[config.mk]
export PLATFORM = sky130hd
export DESIGN_NAME = mem_access
export DESIGN_NICKNAME = d
export VERILOG_FILES = /design/src/rtl/mem_access_pkg.sv /design/src/rtl/mem_access_load_align.sv /design/src/rtl/mem_access.sv
export SDC_FILE = /design/constraint.sdc
export NUM_CORES = 1
export LEC_CHECK = 0
export BUFFER_PORTS_ARGS = -buffer_cell sky130_fd_sc_hd__buf_4
export CAP_MARGIN = 5
export CELL_PAD_IN_SITES_DETAIL_PLACEMENT = 1
export CELL_PAD_IN_SITES_GLOBAL_PLACEMENT = 2
export CORE_ASPECT_RATIO = 0.7
export CORE_MARGIN = 5
export CORE_UTILIZATION = 27
export DETAILED_ROUTE_END_ITERATION = 10
export PLACE_DENSITY_LB_ADDON = 0.1
export REMOVE_ABC_BUFFERS = 1
export SYNTH_ARGS = -nofsm -noshare
export SYNTH_HDL_FRONTEND = slang
export SYNTH_SLANG_ARGS = --single-unit
[constraint.sdc]
create_clock -name clk -period 2.05 [get_ports clk]
set_input_delay 0.3075 -clock clk [delete_from_list [all_inputs] [get_ports clk]]
set_output_delay 0.3075 -clock clk [all_outputs]
set_load 0.01 [all_outputs]
[src/rtl/mem_access_pkg.sv]
// Shared definitions for the memory-access stage: func3 width encodings, FSM states
// and store lane helpers. Also used by execute.
package mem_access_pkg;

    localparam logic [2:0] F3_B  = 3'b000;
    localparam logic [2:0] F3_H  = 3'b001;
    localparam logic [2:0] F3_W  = 3'b010;
    localparam logic [2:0] F3_BU = 3'b100;
    localparam logic [2:0] F3_HU = 3'b101;

    typedef enum logic {IDLE, WAIT} state_t;

    typedef enum logic [1:0] {SZ_B, SZ_H, SZ_W} size_t;

    // Undefined func3 encodings fall back to a word access.
    function automatic size_t f3_size(input logic [2:0] f3);
        case (f3)
            F3_B, F3_BU: f3_size = SZ_B;
            F3_H, F3_HU: f3_size = SZ_H;
            F3_W:        f3_size = SZ_W;
            default:     f3_size = SZ_W;
        endcase
    endfunction

    function automatic logic [3:0] store_strb(input size_t sz, input logic [1:0] off);
        case (sz)
            SZ_B:    store_strb = 4'b0001 << off;
            SZ_H:    store_strb = off[1] ? 4'b1100 : 4'b0011;
            default: store_strb = 4'b1111;
        endcase
    endfunction

    function automatic logic [31:0] store_wdata(input size_t sz, input logic [31:0] sd);
        case (sz)
            SZ_B:    store_wdata = {4{sd[7:0]}};
            SZ_H:    store_wdata = {2{sd[15:0]}};
            default: store_wdata = sd;
        endcase
    endfunction

endpackage

[src/rtl/mem_access_load_align.sv]
// Load lane selection: picks the addressed byte/half out of the read word and
// sign- or zero-extends it according to func3.
module load_align
    import mem_access_pkg::*;
#(
    parameter int DATA_W = 32
) (
    input  logic [DATA_W-1:0] rdata,
    input  logic [1:0]        offset,
    input  logic [2:0]        func3,
    output logic [DATA_W-1:0] data
);

    logic [DATA_W-1:0] shifted;
    logic              uns;

    always_comb begin
        shifted = rdata >> {offset, 3'b000};
        uns     = func3[2];
        case (f3_size(func3))
            SZ_B:    data = uns ? {{(DATA_W-8){1'b0}}, shifted[7:0]}
                                : {{(DATA_W-8){shifted[7]}}, shifted[7:0]};
            SZ_H:    data = uns ? {{(DATA_W-16){1'b0}}, shifted[15:0]}
                                : {{(DATA_W-16){shifted[15]}}, shifted[15:0]};
            default: data = shifted;
        endcase
    end

endmodule

[src/rtl/mem_access.sv]
// Memory stage: byte/half/word loads and stores over a req/ack port, registered writeback.
// Optional MEM_MISALIGN_TRAP_EN adds a misaligned-access trap pulse instead of a memory request.
module mem_access
    import mem_access_pkg::*;
#(
    parameter int ADDR_W = 32,
    parameter int DATA_W = 32
) (
    input  logic              clk,
    input  logic              reset,
    input  logic              in_valid,
    output logic              in_ready,
    input  logic              is_load,
    input  logic              is_store,
    input  logic [2:0]        func3,
    input  logic [ADDR_W-1:0] addr,
    input  logic [DATA_W-1:0] store_data,
    input  logic [4:0]        dest_i,
    output logic              mem_req,
    output logic              mem_we,
    output logic [ADDR_W-1:0] mem_addr,
    output logic [3:0]        mem_wstrb,
    output logic [DATA_W-1:0] mem_wdata,
    input  logic [DATA_W-1:0] mem_rdata,
    input  logic              mem_ack,
    output logic              out_valid,
    output logic              wb_en,
    output logic [4:0]        wb_dest,
    output logic [DATA_W-1:0] wb_data
`ifdef MEM_MISALIGN_TRAP_EN
    ,
    output logic              misaligned
`endif
);

    state_t            state, state_nxt;
    size_t             size_in;
    logic              accept, is_mem, is_st, trap;
    logic [1:0]        off_eff;
    logic [2:0]        func3_q;
    logic [1:0]        off_q;
    logic [4:0]        dest_q;
    logic              load_q;
    logic [DATA_W-1:0] load_word;

    assign in_ready = (state == IDLE) && !reset;
    assign accept   = in_valid && in_ready;
    assign is_mem   = is_load || is_store;
    assign is_st    = is_store && !is_load;   // load wins when both flags are set
    assign size_in  = f3_size(func3);

    always_comb begin
        case (size_in)
            SZ_B:    off_eff = addr[1:0];
            SZ_H:    off_eff = {addr[1], 1'b0};
            default: off_eff = 2'b00;
        endcase
    end

`ifdef MEM_MISALIGN_TRAP_EN
    assign trap = is_mem && (((size_in == SZ_H) && addr[0]) ||
                             ((size_in == SZ_W) && (addr[1:0] != 2'b00)));
`else
    assign trap = 1'b0;
`endif

    always_ff @(posedge clk) begin
        if (reset) state <= IDLE;
        else       state <= state_nxt;
    end

    always_comb begin
        state_nxt = state;
        case (state)
            IDLE:    if (accept && is_mem && !trap) state_nxt = WAIT;
            WAIT:    if (mem_ack) state_nxt = IDLE;
            default: state_nxt = IDLE;
        endcase
    end

    load_align #(.DATA_W(DATA_W)) u_load_align (
        .rdata  (mem_rdata),
        .offset (off_q),
        .func3  (func3_q),
        .data   (load_word)
    );

    always_ff @(posedge clk) begin
        if (reset) begin
            mem_req    <= 1'b0;
            mem_we     <= 1'b0;
            mem_addr   <= '0;
            mem_wstrb  <= '0;
            mem_wdata  <= '0;
            out_valid  <= 1'b0;
            wb_en      <= 1'b0;
            wb_dest    <= '0;
            wb_data    <= '0;
            func3_q    <= '0;
            off_q      <= '0;
            dest_q     <= '0;
            load_q     <= 1'b0;
`ifdef MEM_MISALIGN_TRAP_EN
            misaligned <= 1'b0;
`endif
        end else begin
            out_valid  <= 1'b0;
            wb_en      <= 1'b0;
`ifdef MEM_MISALIGN_TRAP_EN
            misaligned <= 1'b0;
`endif
            if (state == IDLE) begin
                if (accept && trap) begin
                    out_valid  <= 1'b1;
                    wb_dest    <= '0;
                    wb_data    <= '0;
`ifdef MEM_MISALIGN_TRAP_EN
                    misaligned <= 1'b1;
`endif
                end else if (accept && is_mem) begin
                    mem_req   <= 1'b1;
                    mem_we    <= is_st;
                    mem_addr  <= {addr[ADDR_W-1:2], 2'b00};
                    mem_wstrb <= is_st ? store_strb(size_in, off_eff) : 4'b0000;
                    mem_wdata <= store_wdata(size_in, store_data);
                    func3_q   <= func3;
                    off_q     <= off_eff;
                    dest_q    <= dest_i;
                    load_q    <= !is_st;
                end else if (accept) begin
                    out_valid <= 1'b1;
                    wb_en     <= (dest_i != 5'd0);
                    wb_dest   <= dest_i;
                    wb_data   <= addr;
                end
            end else if (mem_ack) begin
                // Ack cycle: drop the request and present writeback next cycle.
                mem_req   <= 1'b0;
                mem_we    <= 1'b0;
                mem_wstrb <= 4'b0000;
                out_valid <= 1'b1;
                wb_en     <= load_q && (dest_q != 5'd0);
                wb_dest   <= load_q ? dest_q : 5'd0;
                wb_data   <= load_q ? load_word : '0;
            end
        end
    end

endmodule

* After elaboration in Yosys (flattened, before gate mapping)
Index checks and enable logic that the tools add are counted.
** Word-level totals
- ROM bits :: 0
- Memory bits (writable) :: 0
- Flip-flop bits (word level) :: 119
- Bits in latches :: 0
- Memories kept :: 0
** Cells by class
- Reductions and logical operators :: 24
- Equality and inequality tests :: 10
- $add $sub $neg :: 0
- Muxes and demuxes :: 39
- Divide/modulo/power cells :: 0
- Order comparisons :: 0
- Shifts and indexed selects :: 2
- Multiply operators :: 0
- Bitwise gates (word level) :: 1
** Operator list (count)
- two-way mux 32 bit :: 7
- case mux 32 bit (2 select lines) :: 2
- >> shifter 32 x 5 -> 32 bit :: 1
- two-way mux 5 bit :: 5
- two-way mux 4 bit :: 5
- two-way mux 1 bit :: 15
- equality test 3 bit (second input constant) :: 4
- case mux 2 bit (2 select lines) :: 3
- nonzero test 5 bit :: 2
- case mux 4 bit (2 select lines) :: 1
- OR reduction 2 bit :: 4
- equality test 3 x 1 -> 1 bit (second input constant) :: 2
- logical NOT 3 bit :: 2
- logical AND 1 bit :: 5
- equality test 2 x 1 -> 1 bit (second input constant) :: 2
- logical NOT 2 bit :: 2
- != test 2 bit (second input constant) :: 2
- AND reduction 2 bit :: 2
- nonzero test 2 bit :: 2
- << shifter 1 x 2 -> 4 bit (first input constant) :: 1
- logical NOT 1 bit :: 3
- AND reduction 3 bit :: 1
- case mux 1 bit (2 select lines) :: 1
- logical OR 1 bit :: 1
- inverter 1 bit :: 1

* Logic depth before layout (Yosys ltp)
Gate-level depths: netlist of the first run.
- Depth after elaboration :: 10
- Mapped depth :: 7
- Depth with buffers taken out :: 4

* Hierarchy
Synthesis of the first run repeated with hierarchy kept, for this count alone.
** Unflattened totals
- Cells, all modules :: 739
- Area, all modules :: 6143.4 um^2
** By module, submodules not included
- mem_access :: sequential area each 2382.3 um^2, area an instance 5439.0 um^2, times used 1, cells each 632
- load_align :: sequential area each 0.0 um^2, area an instance 704.4 um^2, times used 1, cells each 107

* Worst setup path after synthesis of the first run
No wires, ideal clock.
- Kind :: register to register
- From :: register off_q[0]
- To :: register wb_data[21]
- Setup slack :: 0.220 ns
- Period minus slack after synthesis :: 1.830 ns
- Arrival :: 1.695 ns
- Stages on the path, launching flop included :: 7
- Path buffers :: 2
- Cell sequence :: dfxtp_1 > buf_6 > mux2_2 > mux4_2 > a31oi_4 > buf_6 > a211oi_1
** On the way
- Word-level cells in the longest chain between the ends :: 6
- Elaborated cells between the ends (all ways) :: 7
- Those cells by class :: shift: 1; mux: 6
** RTL lines
- start, declared :: line mem_access.sv:41 : logic [1:0] off_q;
- start signal, assigned :: line mem_access.sv:100 : off_q <= '0;
- start signal, assigned :: line mem_access.sv:127 : off_q <= off_eff;
- >> shifter 32 x 5 -> 32 bit (*) :: line mem_access_load_align.sv:18 : shifted = rdata >> {offset, 3'b000};
- two-way mux 32 bit (on tied branches) :: line mem_access_load_align.sv:23, mem_access_load_align.sv:21
- case mux 32 bit (2 select lines) (*) :: line mem_access_load_align.sv:20 : case (f3_size(func3))
- two-way mux 32 bit (*) :: line mem_access.sv:144 : wb_data <= load_q ? load_word : '0;
- two-way mux 32 bit (*) :: line mem_access.sv:136 : end else if (mem_ack) begin
- two-way mux 32 bit (*) :: line mem_access.sv:112 : if (state == IDLE) begin
- end signal, assigned :: line mem_access.sv:134 : wb_data <= addr;
- end signal, assigned :: line mem_access.sv:144
- end, declared :: line mem_access.sv:29 : output logic [DATA_W-1:0] wb_data
Every way passes the cells marked *; elsewhere a longest branch is shown, timed or not. The select of a mux whose other input is x is not followed.
A chain may end at the register's enable or synchronous reset.

* Worst setup path in the final report of the first run
- From :: register off_q[0]
- To :: register wb_data[17]
The elaborated chain is that of the path after synthesis.

==> results of run 1 <==
logic make-up (layout without fill, tap and decap cells):
logic type,count (synthesis),after routing,share of synthesized area [%]
AND/OR/NAND/NOR,244,244,18.89
buffers and inverters,62,277,5.112
AO/OA/AOI/OAI,183,183,22.08
multiplexers,42,42,10.20
flip-flops,119,119,43.65
other,1,2,0.06871
registers in the layout, summed over array words and instances, names as in the netlist, 2 cells and up:
| signal | cells |
|---|---|
| off_q | 2 |
| wb_dest | 5 |
| mem_wstrb | 4 |
| mem_addr | 30 |
| wb_data | 32 |
| func3_q | 3 |
| dest_q | 5 |
| mem_wdata | 32 |
cell type report:
cell class,instances,area [um^2],share of cell area (%)
Clock buffer,18,439.2,5.431
Clock inverter,14,175.2,2.166
Timing Repair Buffer,243,1928,23.84
Tap cell,270,337.8,4.178
Sequential cell,119,2382,29.46
Inverter,2,7.507,0.09284
Multi-Input combinational cell,471,2816,34.83
worst paths after layout:
path                     start      endpoint
setup / recovery      off_q[0]   wb_data[17]
hold / removal        addr[29]  mem_addr[29]
setup reg to reg      off_q[0]   wb_data[17]
hold reg to reg   mem_wdata[1]  mem_wdata[1]
stage by stage:
stage	cell area, um^2	power (uW)	instances	utilization [%]	setup TNS (ps)
after floorplan	5190	2962	592	-	-76060
after global placement	7468	3587	1105	37.62	0
after detailed placement	7468	3617	1105	37.62	0
after CTS	8083	6782	1137	40.71	0
after global routing	8087	6979	1137	40.73	0
final	8087	6686	1137	40.73	0
routing by layer:
| layer | vias to the layer above | GRT usage, % | wire length, um |
|---|---|---|---|
| li1 | 2733 | - | - |
| met2 | 141 | 28.04 | 9650 |
| met1 | 2684 | 24.78 | 10310 |
| met4 | 2 | 5.374 | 221 |
| met3 | 15 | 5.962 | 1227 |
| met5 | - | 0 | 20 |
critical path, stage by stage, from the launching register on:
cell and delay, ps:
dfxtp_1 490, mux2_2 390, mux4_2 490, a31oi_4 210, buf_12 180, a211oi_1 90
cell usage after synthesis (2+ instances only):
| cell type | count |
|---|---|
| mux2i_1 | 23 |
| nand3_1 | 17 |
| o21ai_0 | 19 |
| inv_1 | 2 |
| mux4_2 | 7 |
| mux4_1 | 2 |
| nor3_1 | 10 |
| a211oi_1 | 32 |
| mux2_2 | 9 |
| a21oi_1 | 72 |
| or4_1 | 2 |
| a311oi_1 | 13 |
| buf_6 | 2 |
| clkbuf_1 | 40 |
| buf_2 | 13 |
| nor2b_1 | 3 |
| dfxtp_1 | 119 |
| a22oi_1 | 19 |
| nand2_1 | 137 |
| nor2_1 | 57 |
| nand2b_1 | 2 |
| nor3b_1 | 2 |
| nand3b_1 | 7 |
| buf_4 | 4 |
| a221oi_1 | 9 |
| o211ai_1 | 8 |
where the power goes:
group | internal, uW | switching, uW | total (uW)
clock | 1950 | 1180 | 3140
combinational | 497 | 537 | 1030
sequential | 2440 | 76.8 | 2520
total | 4890 | 1800 | 6690
==> out/summary.txt, run 1 <==
final antenna-violating net count -> 0
fillcell total -> 2333
LEAKAGE -> 0.003279 uW
Crit path required time -> 2330 ps
initial drt markers -> 254
vias in the first global route -> 5861
register bit count reported by yosys -> 119
CTS Buf Count -> 17
hpwl dp -> 16010 um
Clock Latency Late Sink -> 430 ps
Synth-to-Final Area Change -> 48.17%
Worst Slack Setup Final -> 64.53 ps
row count -> 43
CTS H-Tree Depth -> 4
total clock sinks -> 119
HP Class -> in -> reg
commonest non-fill, non-tap cell in the layout -> buf_4
Final min period -> 1985 ps
Min Hold Slack -> 136.2 ps
Synth async-reset ratio -> 0%
NumNets Final -> 964
Worst Skew -> 20.11 ps
Starting Density -> 27.49%
Area contributors post-synth -> dfxtp_1, nand2_1, a21oi_1
maxcap violations -> 0
Bufs on Longest Clock Path -> 2
CTS tree -> yes
library cells used by synthesis -> 47
fin. max-slew vios -> 0
fmax -> 503.7 MHz
routed length per instance -> 18.85 um
height of the die -> 129.0 um
outcome -> complete, no violations
Worst Path Arrival -> 2270 ps
total vias in the final route -> 5575
die width -> 179.9 um
Synth top area share -> 43.65%
pre-CTS WS -> 87.46 ps
number of synthesized flops with an enable pin -> 0
vias per cell -> 4.903
initial antenna violation count -> 1
reg2reg setup slack -> 60 ps
Final Hold Vio Count -> 0
clk slew on worst S/H paths -> 60 ps
PostCTS Resize Cnt -> 0
crit path kind -> reg -> reg
Max FO, Critical Path -> 16
I/O Buffers -> 217
Placer Congestion -> 0.7702
Synth Instances -> 651
final count of negative-setup-slack endpoints -> 0
Post-Route WL -> 21430 um
Slew @ Worst Pin -> 929.9 ps
Crit. End Element -> register
reg2reg path depth -> 5
Core ar. -> 19850 um^2
Synth Warn # -> 0
Slew headroom -> 37.64%
Hold-fix buffers, CTS -> 0
commonest non-fill, non-tap cells in the layout -> buf_4, nand2_1, dfxtp_1
Post-Syn Area per Cell -> 8.384 um^2
# IOs -> 220
setup bufs post-CTS -> 0
Die ar. -> 23200 um^2
layout cells sized above 1 -> 34.37%
DRC violation count after routing -> 0
crit share post-route -> 96.85%
# diodes -> 0
pin count of the biggest net entering global routing -> 121
total grt overflow -> 0
clock root buffer -> clkbuf_16
top_reg_cell synth -> dfxtp_1
register area share after synthesis -> 43.65%
Worst VDD drop -> 0.4149 mV
Pre-Repair DR Iteration Count -> 5
Power per Cell Area -> 826.8 nW/um^2
WHS Path Cells -> 3
CP Launch Type -> register
GRT Total Usage -> 18.28%
global-route wire length before repair -> 33510 um
synthesized cell area -> 5458 um^2
RSZ-0062 raised after global routing -> no
leading area contributor after synthesis -> dfxtp_1
Power figures use the tool's default switching activity.
==> run 2, diff against run 1 <==
CORE_UTILIZATION = 28   (was 27)
CTS_BUF_LIST = sky130_fd_sc_hd__clkbuf_2 sky130_fd_sc_hd__clkbuf_4 sky130_fd_sc_hd__clkbuf_8   (was not set)
==> run 2 against run 1 <==
Core utilization increased by 0.46 points. Flip-flop and latch count unchanged. First-iteration DRC count decreased by 11%. Non-clock buffer count increased by 1. Clock power decreased by 30%. Die area decreased by 3.3%. Combinational power about the same. Via count increased by 1.5%. Global-route usage increased by 0.80 points. Register-to-register slack improved by 80 ps. Critical endpoint is now wb_data[16]. Largest cell class unchanged. Largest power group is now sequential cells.
==> out/summary.txt, run 2 (synthesis gave the netlist of run 1 again) <==
outcome -> complete, no violations
Slew headroom -> 44.66% (+7.0 points)
# diodes -> 0 (unchanged)
vias in the first global route -> 5791 (-1.2%)
Pre-Repair DR Iteration Count -> 5 (unchanged)
commonest non-fill, non-tap cell in the layout -> buf_4
fmax -> 523.5 MHz (+3.9%)
layout cells sized above 1 -> 34.56% (+0.19 points)
Slew @ Worst Pin -> 830.1 ps (-99.81 ps)
routed length per instance -> 19.42 um (+3.0%)
fin. max-slew vios -> 0 (unchanged)
Largest regs -> mem_wdata x32, wb_data x32, mem_addr x30
commonest non-fill, non-tap cells in the layout -> buf_4, nand2_1, dfxtp_1
CTS tree -> yes
global-route wire length before repair -> 33730 um (+0.66%)
total vias in the final route -> 5658 (+1.5%)
Crit path required time -> 2330 ps (about the same)
Final Cell Area -> 7836 um^2 (-3.1%)
initial drt markers -> 225 (-11%)
Hold Crit Start -> addr[27]
total clock sinks -> 119 (unchanged)
DRC violation count after routing -> 0 (unchanged)
Die ar. -> 22430 um^2 (-3.3%)
Final Hold Vio Count -> 0 (unchanged)
RSZ-0062 raised after global routing -> no
Crit. End Element -> register
Max FO, Critical Path -> 16 (unchanged)
clock root buffer -> clkbuf_8
total power -> 5758 uW (-14%)
setup bufs post-CTS -> 0 (unchanged)
Core ar. -> 19020 um^2 (-4.2%)
row count -> 42 (-2.3%)
CTS Buf Count -> 17 (unchanged)
Worst Path Arrival -> 2190 ps (-80 ps)
Post-Route WL -> 21980 um (+2.6%)
Final min period -> 1910 ps (-75.36 ps)
CP Launch Type -> register
area of the multi-input gates -> 2824 um^2 (+0.27%)
reg2reg start -> off_q[0]
Placer Congestion -> 0.7884 (+2.4%)
die width -> 176.9 um (-1.7%)
Hold-fix buffers, CTS -> 0 (unchanged)
Power per Cell Area -> 734.8 nW/um^2 (-11%)
Clock Latency Late Sink -> 450 ps (+20 ps)
final antenna-violating net count -> 0 (unchanged)
height of the die -> 126.8 um (-1.7%)
Worst VDD drop -> 0.3006 mV (-28%)
Synth-to-Final Area Change -> 43.58%
dpl cell area -> 7432 um^2 (-0.49%)
I/O Buffers -> 217 (unchanged)
clk slew on worst S/H paths -> 80 ps (+20 ps)
vias per cell -> 4.998 (+1.9%)
crit path kind -> reg -> reg
LEAKAGE -> 0.003176 uW (-3.1%)
# IOs -> 220 (unchanged)
fillcell total -> 2287 (-2.0%)
Worst Skew -> 15.97 ps (-4.144 ps)
GRT Total Usage -> 19.08% (+0.80 points)
HP Class -> in -> reg
origin of the worst setup path -> off_q[0]
CTS H-Tree Depth -> 4 (unchanged)
final count of negative-setup-slack endpoints -> 0 (unchanged)
pin count of the biggest net entering global routing -> 72 (-40%)
initial antenna violation count -> 0 (-1)
Starting Density -> 28.69% (+1.2 points)
crit share post-route -> 93.18% (-3.7 points)
NumNets Final -> 965 (+0.10%)
sequential cell area -> 2384 um^2 (about the same)
maxcap violations -> 0 (unchanged)
Bufs on Longest Clock Path -> 2 (unchanged)
hpwl dp -> 16280 um (+1.6%)
total grt overflow -> 0 (unchanged)
==> run 2: through the flow <==
step / std cells / util [%] / TNS [ps] / hold slack, ps / setup slack (ps)
after floorplan: 592 / - / -76060 / 376.6 / -919.9
after global placement: 1100 / 39.07 / 0 / 442.8 / 163.5
after detailed placement: 1100 / 39.07 / 0 / 449.2 / 85.03
after CTS: 1132 / 41.15 / 0 / 87.62 / 87.36
after global routing: 1132 / 41.19 / 0 / 93.26 / 63.21
final: 1132 / 41.19 / 0 / 118.1 / 139.9
==> run 2: critical path: stages (launching register included) <==
cell and delay [ps]:
dfxtp_2 400, mux2_2 370, mux4_2 500, a31oi_4 220, buf_12 180, a211oi_1 80
==> run 2: power by group <==
group	leakage (uW)	internal, uW	switching [uW]
Clock	0.000192	1120	1090
Combinational	0.00201	491	544
Sequential	0.000972	2440	77.7
Total	0.00318	4050	1710
==> run 2: timing repair <==
item,CTS,global route
gates resized for setup,0,1
endpoints found under the setup margin,0,16
endpoints found under the hold margin,0,0
==> run 2: area by class of cell <==
type	instances	area share, %
timing repair buffer	244	24.17
clock inverter	14	1.900
inverter	2	0.09580
clock buffer	18	3.161
tap	264	4.215
multi-input combinational	471	36.04
sequential	119	30.42
==> run 2: final timing paths <==
kind | endpoint | slack [ps] | cells after the start
worst min-delay path | mem_addr[27] | 120 | 3
worst min register to register | mem_addr[11] | 460 | 2
worst max register to register | wb_data[16] | 140 | 5
worst max-delay path | wb_data[16] | 140 | 5
==> run 2: per-layer routing <==
layer,global-route usage (%),vias to the layer above,wire length (um)
li1,-,2731,-
met1,26.49,2753,10590
met2,29.01,158,9794
met3,5.770,16,1347
met4,4.911,0,253
met5,0,-,0
